===== src/rtl/wshb_arb_pkg.sv =====
`default_nettype none
// ============================================================================
// Module      : wshb_arb_pkg
// Description : Shared types and default sizes for the two-master Wishbone
//               arbiter and its helpers.
// Revision    : 1.0 - initial release
// ============================================================================
package wshb_arb_pkg;

   // Arbiter grant state; owner output is decoded directly from this.
   typedef enum logic [1:0] {
      IDLE = 2'd0,
      GNT0 = 2'd1,
      GNT1 = 2'd2
   } arb_state_t;

   localparam int DEF_AW      = 32;
   localparam int DEF_DW      = 32;
   localparam int DEF_TIMEOUT = 255;
   localparam int DEF_CNT_W   = 16;

endpackage
`default_nettype wire


===== src/rtl/sat_counter.sv =====
`default_nettype none
// ============================================================================
// Module      : sat_counter
// Description : Up-counter that sticks at its all-ones value instead of
//               wrapping. Synchronous active-low clear.
// Revision    : 1.0 - initial release
// ============================================================================
module sat_counter
   import wshb_arb_pkg::*;
#(
   parameter int W = DEF_CNT_W
) (
   input  logic         clk,
   input  logic         rst_n,
   input  logic         inc,
   output logic [W-1:0] q
);

   localparam logic [W-1:0] MAX_VAL = '1;

   // Count requested events, holding at the maximum once reached.
   always_ff @(posedge clk) begin
      if (!rst_n) begin
         q <= '0;
      end else if (inc && (q != MAX_VAL)) begin
         q <= q + 1'b1;
      end
   end

endmodule
`default_nettype wire


===== src/rtl/wshb_arbiter.sv =====
`default_nettype none
// ============================================================================
// Module      : wshb_arbiter
// Description : Two-master / one-slave classic Wishbone arbiter. Round-robin
//               on ties, bus locked while the owner holds cyc, per-grant ack
//               timeout with an err pulse, saturating per-master ack counters.
// Revision    : 1.0 - initial release
// ============================================================================
module wshb_arbiter
   import wshb_arb_pkg::*;
#(
   parameter int AW      = DEF_AW,
   parameter int DW      = DEF_DW,
   parameter int TIMEOUT = DEF_TIMEOUT,
   parameter int CNT_W   = DEF_CNT_W
) (
   input  logic              clk,
   input  logic              rst_n,
   // master 0 (framebuffer reader)
   input  logic              m0_cyc,
   input  logic              m0_stb,
   input  logic              m0_we,
   input  logic [AW-1:0]     m0_adr,
   input  logic [DW-1:0]     m0_dat_w,
   input  logic [DW/8-1:0]   m0_sel,
   output logic              m0_ack,
   output logic              m0_err,
   output logic [DW-1:0]     m0_dat_r,
   // master 1 (pixel writer / host bridge)
   input  logic              m1_cyc,
   input  logic              m1_stb,
   input  logic              m1_we,
   input  logic [AW-1:0]     m1_adr,
   input  logic [DW-1:0]     m1_dat_w,
   input  logic [DW/8-1:0]   m1_sel,
   output logic              m1_ack,
   output logic              m1_err,
   output logic [DW-1:0]     m1_dat_r,
   // shared slave
   output logic              s_cyc,
   output logic              s_stb,
   output logic              s_we,
   output logic [AW-1:0]     s_adr,
   output logic [DW-1:0]     s_dat_w,
   output logic [DW/8-1:0]   s_sel,
   input  logic              s_ack,
   input  logic [DW-1:0]     s_dat_r,
   // debug
   output logic [1:0]        owner,
   output logic [CNT_W-1:0]  ack_cnt0,
   output logic [CNT_W-1:0]  ack_cnt1
);

   // Timer only needs to reach TIMEOUT-1: the stall that would take it to
   // TIMEOUT is the timeout cycle itself, and that cycle always clears it.
   localparam int             TW       = (TIMEOUT > 1) ? $clog2(TIMEOUT) : 1;
   localparam logic [TW-1:0]  TMO_LAST = TW'(TIMEOUT - 1);

   arb_state_t    state, state_nxt;
   logic          last_served, last_nxt;
   logic [TW-1:0] timer, timer_nxt;
   logic          gnt0, gnt1;
   logic          own_stb;
   logic          timeout;

   // Grants are masked by reset so nothing reaches either side in a reset cycle.
   assign gnt0    = rst_n && (state == GNT0);
   assign gnt1    = rst_n && (state == GNT1);
   assign owner   = {gnt1, gnt0};
   assign own_stb = (gnt0 && m0_stb) || (gnt1 && m1_stb);

   // An ack in the would-be timeout cycle wins, hence the !s_ack term.
   assign timeout = own_stb && !s_ack && (timer == TMO_LAST);

   // Slave-side mux from the current owner; cyc/stb drop in the timeout cycle.
   always_comb begin
      s_cyc   = 1'b0;
      s_stb   = 1'b0;
      s_we    = 1'b0;
      s_adr   = '0;
      s_dat_w = '0;
      s_sel   = '0;
      if (gnt0) begin
         s_cyc   = m0_cyc && !timeout;
         s_stb   = m0_stb && !timeout;
         s_we    = m0_we;
         s_adr   = m0_adr;
         s_dat_w = m0_dat_w;
         s_sel   = m0_sel;
      end else if (gnt1) begin
         s_cyc   = m1_cyc && !timeout;
         s_stb   = m1_stb && !timeout;
         s_we    = m1_we;
         s_adr   = m1_adr;
         s_dat_w = m1_dat_w;
         s_sel   = m1_sel;
      end
   end

   // Master-side return path; the non-owner sees all zeros.
   always_comb begin
      m0_ack   = gnt0 && s_ack && m0_stb;
      m1_ack   = gnt1 && s_ack && m1_stb;
      m0_err   = gnt0 && timeout;
      m1_err   = gnt1 && timeout;
      m0_dat_r = gnt0 ? s_dat_r : '0;
      m1_dat_r = gnt1 ? s_dat_r : '0;
   end

   // Next grant: round-robin on ties, direct handover on release or timeout.
   always_comb begin
      state_nxt = state;
      last_nxt  = last_served;
      case (state)
         IDLE: begin
            if (m0_cyc && m1_cyc) begin
               state_nxt = last_served ? GNT0 : GNT1;
            end else if (m0_cyc) begin
               state_nxt = GNT0;
            end else if (m1_cyc) begin
               state_nxt = GNT1;
            end
         end
         GNT0: begin
            if (!m0_cyc || timeout) begin
               last_nxt  = 1'b0;
               state_nxt = m1_cyc ? GNT1 : IDLE;
            end
         end
         GNT1: begin
            if (!m1_cyc || timeout) begin
               last_nxt  = 1'b1;
               state_nxt = m0_cyc ? GNT0 : IDLE;
            end
         end
         default: state_nxt = IDLE;
      endcase
   end

   // Stall timer: cleared on every new grant and every ack, counts strobed cycles.
   always_comb begin
      if ((state == IDLE) || (state_nxt != state) || s_ack) begin
         timer_nxt = '0;
      end else if (own_stb) begin
         timer_nxt = timer + 1'b1;
      end else begin
         timer_nxt = timer;
      end
   end

   // Arbiter state registers; master 0 wins the first tie after reset.
   always_ff @(posedge clk) begin
      if (!rst_n) begin
         state       <= IDLE;
         last_served <= 1'b1;
         timer       <= '0;
      end else begin
         state       <= state_nxt;
         last_served <= last_nxt;
         timer       <= timer_nxt;
      end
   end

   sat_counter #(.W(CNT_W)) u_cnt0 (
      .clk   (clk),
      .rst_n (rst_n),
      .inc   (m0_ack),
      .q     (ack_cnt0)
   );

   sat_counter #(.W(CNT_W)) u_cnt1 (
      .clk   (clk),
      .rst_n (rst_n),
      .inc   (m1_ack),
      .q     (ack_cnt1)
   );

endmodule
`default_nettype wire


===== config.mk =====
export PLATFORM = sky130hd
export DESIGN_NAME = wshb_arbiter
export DESIGN_NICKNAME = d
export VERILOG_FILES = /design/src/rtl/wshb_arb_pkg.sv /design/src/rtl/sat_counter.sv /design/src/rtl/wshb_arbiter.sv
export SDC_FILE = /design/constraint.sdc
export NUM_CORES = 1
export LEC_CHECK = 0
export CAP_MARGIN = 20
export CORE_AREA = 3 3 136 138
export CTS_CLUSTER_SIZE = 10
export DETAILED_ROUTE_END_ITERATION = 16
export DIE_AREA = 0 0 139 141
export GPL_ROUTABILITY_DRIVEN = 1
export MAX_ROUTING_LAYER = met4
export REMOVE_ABC_BUFFERS = 1
export SLEW_MARGIN = 20
export SYNTH_ARGS = -nofsm -noshare
export SYNTH_HDL_FRONTEND = slang
export SYNTH_HIERARCHICAL = 1
export SYNTH_SLANG_ARGS = --single-unit

===== constraint.sdc =====
create_clock -name clk -period 3.3 [get_ports clk]
set_input_delay 0.33 -clock clk [delete_from_list [all_inputs] [get_ports clk]]
set_output_delay 0.33 -clock clk [all_outputs]
set_load 0.05 [all_outputs]

==> results.md, run 1 <==
- Status: complete, no violations
- Seq cells post-synth: 43
- Critical Path RT: 2.97 ns
- Worst R2R End: timer[7]$_SDFFE_PP0N_
- Peak supply drop: 230 uV
- Worst Hold Class: primary input to flop
- Slew headroom: 51.0%
- Area of the multi-input gates: 2660 um^2
- Actual slew at the worst max-slew pin: 0.734 ns
- Starting density of the core: 21.6%
- Clock sinks: 43
- Yosys top cell area share: 23.0%
- Port Buf Inserts: 349
- Area leader, netlist: dfxtp_1
- Gpl congestion: 0.876
- R2r setup slk: 0.62 ns
- Final nets: 995
- Register area: 861 um^2
- Worst Path Arrival: 2.64 ns
- Cell Area, Synth: 3740 um^2
- Syn-to-layout area delta: 124%
- Post-CTS Setup Bufs: 0
- Via density per instance: 4.90
- Fin crit period: 2.97 ns
- Placeable Area: 17300 um^2
- RSZ-0062 raised after global routing: no
- Number of flops mapped to enable cells by yosys: 0
- Layout cells sized above 1: 13.6%
- Detailed Route WL: 19.8 mm
- Initial antenna violation count: 0
- Post-Layout Cell Count: 1036
- Final setup violation count: 0
- Vias in the first global route: 4947
- Crit path cell chain: inv_1, ha_1, buf_4, and3_1, clkdlybuf4s50_1
- Grt total ovfl: 0
- Residual DRC: 0
- Average routed wire per standard cell: 19.1 um
- FILL cells: 1671
- First-pass GRT wire length: 29.3 mm
- DIE HEIGHT: 141 um
- Worst Hold Path Cells: 2
- Hold EP: u_cnt1/q[10]$_SDFFE_PN0P_
- Count of different cell masters after synthesis: 48
- Slowest-stage cell, CP: clkdlybuf4s50_1
- Max Slew Vio Count: 0
- Seq/Total Area, Yosys: 23.0%
- PwrDens: 327 nW/um^2
- Total GRT Usage: 19.3%
- CTS Root Cell: clkbuf_16
- Leading cell types by total area after synthesis: dfxtp_1 23%, a22o_1 16%, and3_1 11%, clkbuf_1 3.4%, a21oi_1 3.2%
- Critical path class: flop to output pin
- TritonCTS clock tree: done
- Cells after DPL: 1028
- Worst reg2reg path depth: 7
- Largest net degree at the start of global routing: 73
- Skew-Pair Late Insertion Delay: 0.28 ns
- Row cnt: 48
- Setup Skew: 0.00623 ns
- Die width: 139 um
- Max cap viols: 0
- Kind of end point of the critical path: output pin
- N_diodes: 0
- Top_reg_cell synth: dfxtp_1
- Hold_sp: rst_n
- Post-cts sizing count: 0
- Final antenna-violating net count: 0
- Syn Area/Cell: 7.74 um^2
- Die ar.: 19600 um^2
- Drt first pass iters: 5
- Gate Count Post-Synth: 483
- Reg2Reg Launch Point: state[1]$_SDFF_PN0_
- Tot Pwr: 2.74 mW
- Max Freq: 337 MHz
- Vias: 5074
- DRT iter0 DRCs: 239
- Critical Path Fanout Max: 31
- CP max stage delay: 0.80 ns
- YS warnings: 6
- Clock transition at path regs: 0.07 ns
- # hold bufs at CTS: 0
- Period utilisation layout: 89.9%
- Clock Path Buffers: 2
- HPWL Detailed: 16.2 mm
- Asr flop ratio synth: 0%
- Leak pwr: 3.27 nW
- Crit path launch type: flop
- Boundary Pins: 350
- Cts bufs inserted: 5
- # H-tree levels: 2
- Final hold violations: 0
[logic make-up (layout without fill, tap and decap cells)]
family | Yosys count | count (layout) | synth area share [%]
simple gates | 224 | 224 | 35.8
compound gates | 134 | 134 | 27.6
buf+inv | 54 | 382 | 5.89
flops | 43 | 43 | 23.0
xor+xnor | 11 | 11 | 2.58
mux | 9 | 9 | 2.44
fa+ha+maj | 8 | 8 | 2.68
[cells in the final DEF, fill, tap and decap left out, types with 13 or more instances in the layout]
| master | netlist | layout |
|---|---|---|
| clkdlybuf4s50_1 | 0 | 273 |
| dfxtp_1 | 43 | 43 |
| inv_1 | 14 | 14 |
| a22o_1 | 70 | 70 |
| and3_1 | 68 | 68 |
| o21ai_0 | 14 | 14 |
| nand3_1 | 17 | 17 |
| nand2_1 | 31 | 31 |
| or4_1 | 13 | 13 |
| buf_12 | 0 | 79 |
| a21oi_1 | 24 | 24 |
| nor2_1 | 28 | 27 |
| nand4_1 | 14 | 14 |
[flip-flops by register name, indices dropped and copies added (netlist names)]
register	cells
last_served	1
state	2
timer	8
u_cnt0/q	16
u_cnt1/q	16
[cell type report]
cell class	instances	area share, %
sequential	43	10.3
tap	225	3.36
inverter	14	0.627
timing repair buffer	360	52.2
multi-input combinational	386	31.8
clock buffer	5	1.49
clock inverter	3	0.284
[power breakdown]
part | switching (mW) | total, mW | internal [mW]
Combinational | 0.926 | 1.70 | 0.769
Clock | 0.221 | 0.504 | 0.283
Sequential | 0.0126 | 0.541 | 0.529
Total | 1.16 | 2.74 | 1.58
[per-layer routing]
| layer | vias to the layer above | wire length [um] | track usage [%] |
|---|---|---|---|
| li1 | 2535 | - | - |
| met1 | 2341 | 7820 | 21.8 |
| met2 | 179 | 10500 | 35.1 |
| met3 | 19 | 1190 | 4.61 |
| met4 | 0 | 290 | 3.19 |
| met5 | - | 0 | - |
[worst max-delay path, delay by kind of cell, from the launching register on]
| kind | cells | cell delay, ns |
|---|---|---|
| flip-flops | 1 | 0.38 |
| AND/OR/NAND/NOR | 1 | 0.21 |
| buffers and inverters | 3 | 1.27 |
| adder cells (fa/ha/maj) | 1 | 0.47 |
[cell usage after synthesis, types with 2 or more instances]
cell and count:
a21oi_1 24, a22o_1 70, and2_1 4, and3_1 68
and4_1 6, buf_2 2, buf_4 4, clkbuf_1 34
dfxtp_1 43, ha_1 8, inv_1 14, mux2i_1 8
nand2_1 31, nand2b_1 6, nand3_1 17, nand3b_1 2
nand4_1 14, nand4_4 2, nor2_1 28, nor3_1 10
nor3b_1 2, nor4_1 6, nor4_2 3, nor4bb_1 2
o211a_1 2, o211ai_1 2, o21ai_0 14, o311ai_0 2
o31ai_1 10, o41ai_1 2, or3_1 4, or3_4 2
or4_1 13, xnor2_1 5, xor2_1 6
[through the flow]
stage	setup slack [ns]	area [um^2]	util, %	hold slack [ns]	TNS, ns
final	0.335	8380	48.4	0.458	0
after global routing	0.160	8380	48.4	0.475	0
after CTS	0.338	8380	48.4	0.456	0
after detailed placement	0.639	8230	47.6	0.460	0
after global placement	0.602	8230	47.6	0.463	0
after floorplan	-1.42	3570	-	0.392	-97.85
[worst max-delay path by stage]
stage,start,to,slack [ns],cells after the start
after detailed placement,s_ack,timer[3]$_SDFFE_PP0N_,0.64,7
final,state[1]$_SDFF_PN0_,m0_dat_r[16],0.33,5
after global placement,s_ack,timer[2]$_SDFFE_PP0N_,0.60,7
after CTS,state[1]$_SDFF_PN0_,m0_dat_r[16],0.34,5
after global routing,state[1]$_SDFF_PN0_,m0_dat_r[16],0.16,5
after floorplan,state[1]$_SDFF_PN0_,s_cyc,-1.42,5
Power figures use the tool's default switching activity.
==> run 2: changes to the inputs <==
- CORE_AREA: 3 3 136 138 -> 3 3 135 137
- DIE_AREA: 0 0 139 141 -> 0 0 138 140
- clock period: 3.3 -> 2.7 ns (I/O delays scaled with it)
==> run 2 against run 1 <==
  * Largest cell class unchanged
  * Clock skew increased by 0.00097 ns
  * Combinational power increased by 32%
  * Highest routed layer unchanged
  * Sequential share of layout area decreased by 0.75 points
  * Critical path depth increased by 3
  * Global-route usage increased by 1.9 points
  * Non-clock buffer count increased by 3
  * Via count increased by 0.34%
  * Final area increased by 8.0%
==> results.md, run 2 (same netlist as run 1, synthesis figures left out) <==
- Critical path class: flop to output pin
- Grt total ovfl: 0
- FILL cells: 1607
- Die width: 138 um
- Residual DRC: 0
- Worst Path Arrival: 2.22 ns
- Placed Area: 8880 um^2
- Final antenna-violating net count: 0
- Fin crit period: 2.49 ns
- Cells after DPL: 1031
- Post-Layout Cell Count: 1040
- Clock Path Buffers: 2
- Detailed Route WL: 21.5 mm
- Kind of end point of the critical path: output pin
- Max Freq: 402 MHz
- TritonCTS clock tree: done
- Regs by FF count: u_cnt0/q (16), u_cnt1/q (16), timer (8)
- Register area: 862 um^2
- Row cnt: 48
- Boundary Pins: 350
- Initial antenna violation count: 1
- Via density per instance: 4.90
- DRT iter0 DRCs: 205
- HPWL Detailed: 18.1 mm
- Final hold violations: 0
- Largest net degree at the start of global routing: 73
- DIE HEIGHT: 140 um
- Drt first pass iters: 4
- Peak supply drop: 325 uV
- Slew headroom: 59.1%
- Area of the multi-input gates: 2660 um^2
- Worst Hold Class: primary input to flop
- Gpl congestion: 0.884
- Cts bufs inserted: 5
- Vias in the first global route: 5003
- Reg2Reg Launch Point: state[0]$_SDFF_PN0_
- RSZ-0062 raised after global routing: no
- Setup Skew: 0.00720 ns
- Worst reg2reg path depth: 8
- Fin area: 9050 um^2
- Tot Pwr: 3.60 mW
- Clock transition at path regs: 0.06 ns
- Actual slew at the worst max-slew pin: 0.606 ns
- R2r setup slk: 0.27 ns
- Syn-to-layout area delta: 142%
- Crit path launch: state[1]$_SDFF_PN0_
- First-pass GRT wire length: 31.0 mm
- PwrDens: 397 nW/um^2
- Placeable Area: 17200 um^2
- Layout cells sized above 1: 22.1%
- Skew-Pair Late Insertion Delay: 0.28 ns
- Period utilisation layout: 92.2%
- Vias: 5091
- Total GRT Usage: 21.2%
- Crit path launch type: flop
- Leak pwr: 3.61 nW
- Port Buf Inserts: 349
- Starting density of the core: 21.8%
- Critical Path Fanout Max: 70
- Most frequent cells in the layout: 207 x clkdlybuf4s50_1, 142 x buf_12, 70 x a22o_1, 68 x and3_1, 42 x dfxtp_1
- Clock sinks: 43
- Worst R2R End: u_cnt1/q[13]$_SDFFE_PN0P_
- Max cap viols: 0
- Most common cell after layout, fill and taps aside: clkdlybuf4s50_1
- Final nets: 998
- Average routed wire per standard cell: 20.6 um
- Worst Setup EP: s_cyc
- Final setup violation count: 0
- CTS Root Cell: clkbuf_16
- # H-tree levels: 2
- Status: complete, no violations
- Critical Path RT: 2.43 ns
- Die ar.: 19300 um^2
- Max Slew Vio Count: 0
## run 2: changes by cell type in the layout (fill, tap and decap cells not counted), moves of 2 or more
cell             before  now
clkdlybuf4s50_1     273  207
buf_12               79  142
clkinvlp_4            2    0
buf_4                 7   12
## run 2: how the worst min path moves through the flow
stage                             startpoint                  endpoint  slack (ns)  cells past startpoint
floorplan                              rst_n  last_served$_SDFFE_PN1P_        0.33                      1
global placement    last_served$_SDFFE_PN1P_  last_served$_SDFFE_PN1P_        0.47                      2
detailed placement  last_served$_SDFFE_PN1P_  last_served$_SDFFE_PN1P_        0.49                      2
CTS                                    rst_n  last_served$_SDFFE_PN1P_        0.31                      2
global route                           rst_n  last_served$_SDFFE_PN1P_        0.33                      2
finish                                 rst_n  last_served$_SDFFE_PN1P_        0.30                      2
## run 2: where the power goes
| group | total [mW] | switching (mW) | internal, mW |
|---|---|---|---|
| combinational | 2.24 | 1.19 | 1.06 |
| sequential | 0.664 | 0.0170 | 0.647 |
| clock | 0.689 | 0.252 | 0.436 |
| total | 3.60 | 1.46 | 2.14 |
## run 2: through the flow
step | utilization, % | setup WS [ns] | setup TNS (ns) | hold slack (ns)
6_report | 52.7 | 0.210 | 0 | 0.303
5_1_grt | 52.7 | 0.0178 | 0 | 0.330
4_1_cts | 52.7 | 0.0166 | 0 | 0.307
3_5_place_dp | 51.7 | 0.253 | 0 | 0.486
3_3_place_gp | 51.7 | 0.295 | 0 | 0.469
2_1_floorplan | - | -1.96 | -152.80 | 0.332
## run 2: routing by layer
layer / vias to the layer above / share of wire (%) / global-route usage (%)
met2: 200 / 51 / 37.7
met1: 2358 / 41 / 24.7
met3: 14 / 6.4 / 4.71
met5: - / 0 / -
met4: 0 / 1.6 / 3.90
li1: 2519 / - / -
## run 2: worst max-delay path, stage by stage, from the launching register on
cell and delay, ns:
dfxtp_2 0.41, inv_1 0.08, ha_1 0.25, buf_4 0.26, nor2_4 0.17, buf_12 0.27
a22oi_1 0.11, nor2_1 0.20, buf_12 0.17
## run 2: final cells by class
cell class / count / area share, %
Inverter: 14 / 0.581
Timing Repair Buffer: 363 / 55.5
Sequential cell: 43 / 9.52
Tap cell: 225 / 3.11
Clock inverter: 3 / 0.484
Multi-Input combinational cell: 386 / 29.4
Clock buffer: 5 / 1.38
Antenna cell: 1 / 0.0276
## run 2: timing repair
action                     in CTS  in global routing
setup endpoints to repair       0                 75
setup buffers                   0                  0
hold buffers                    0                  0
resized for setup               0                  2
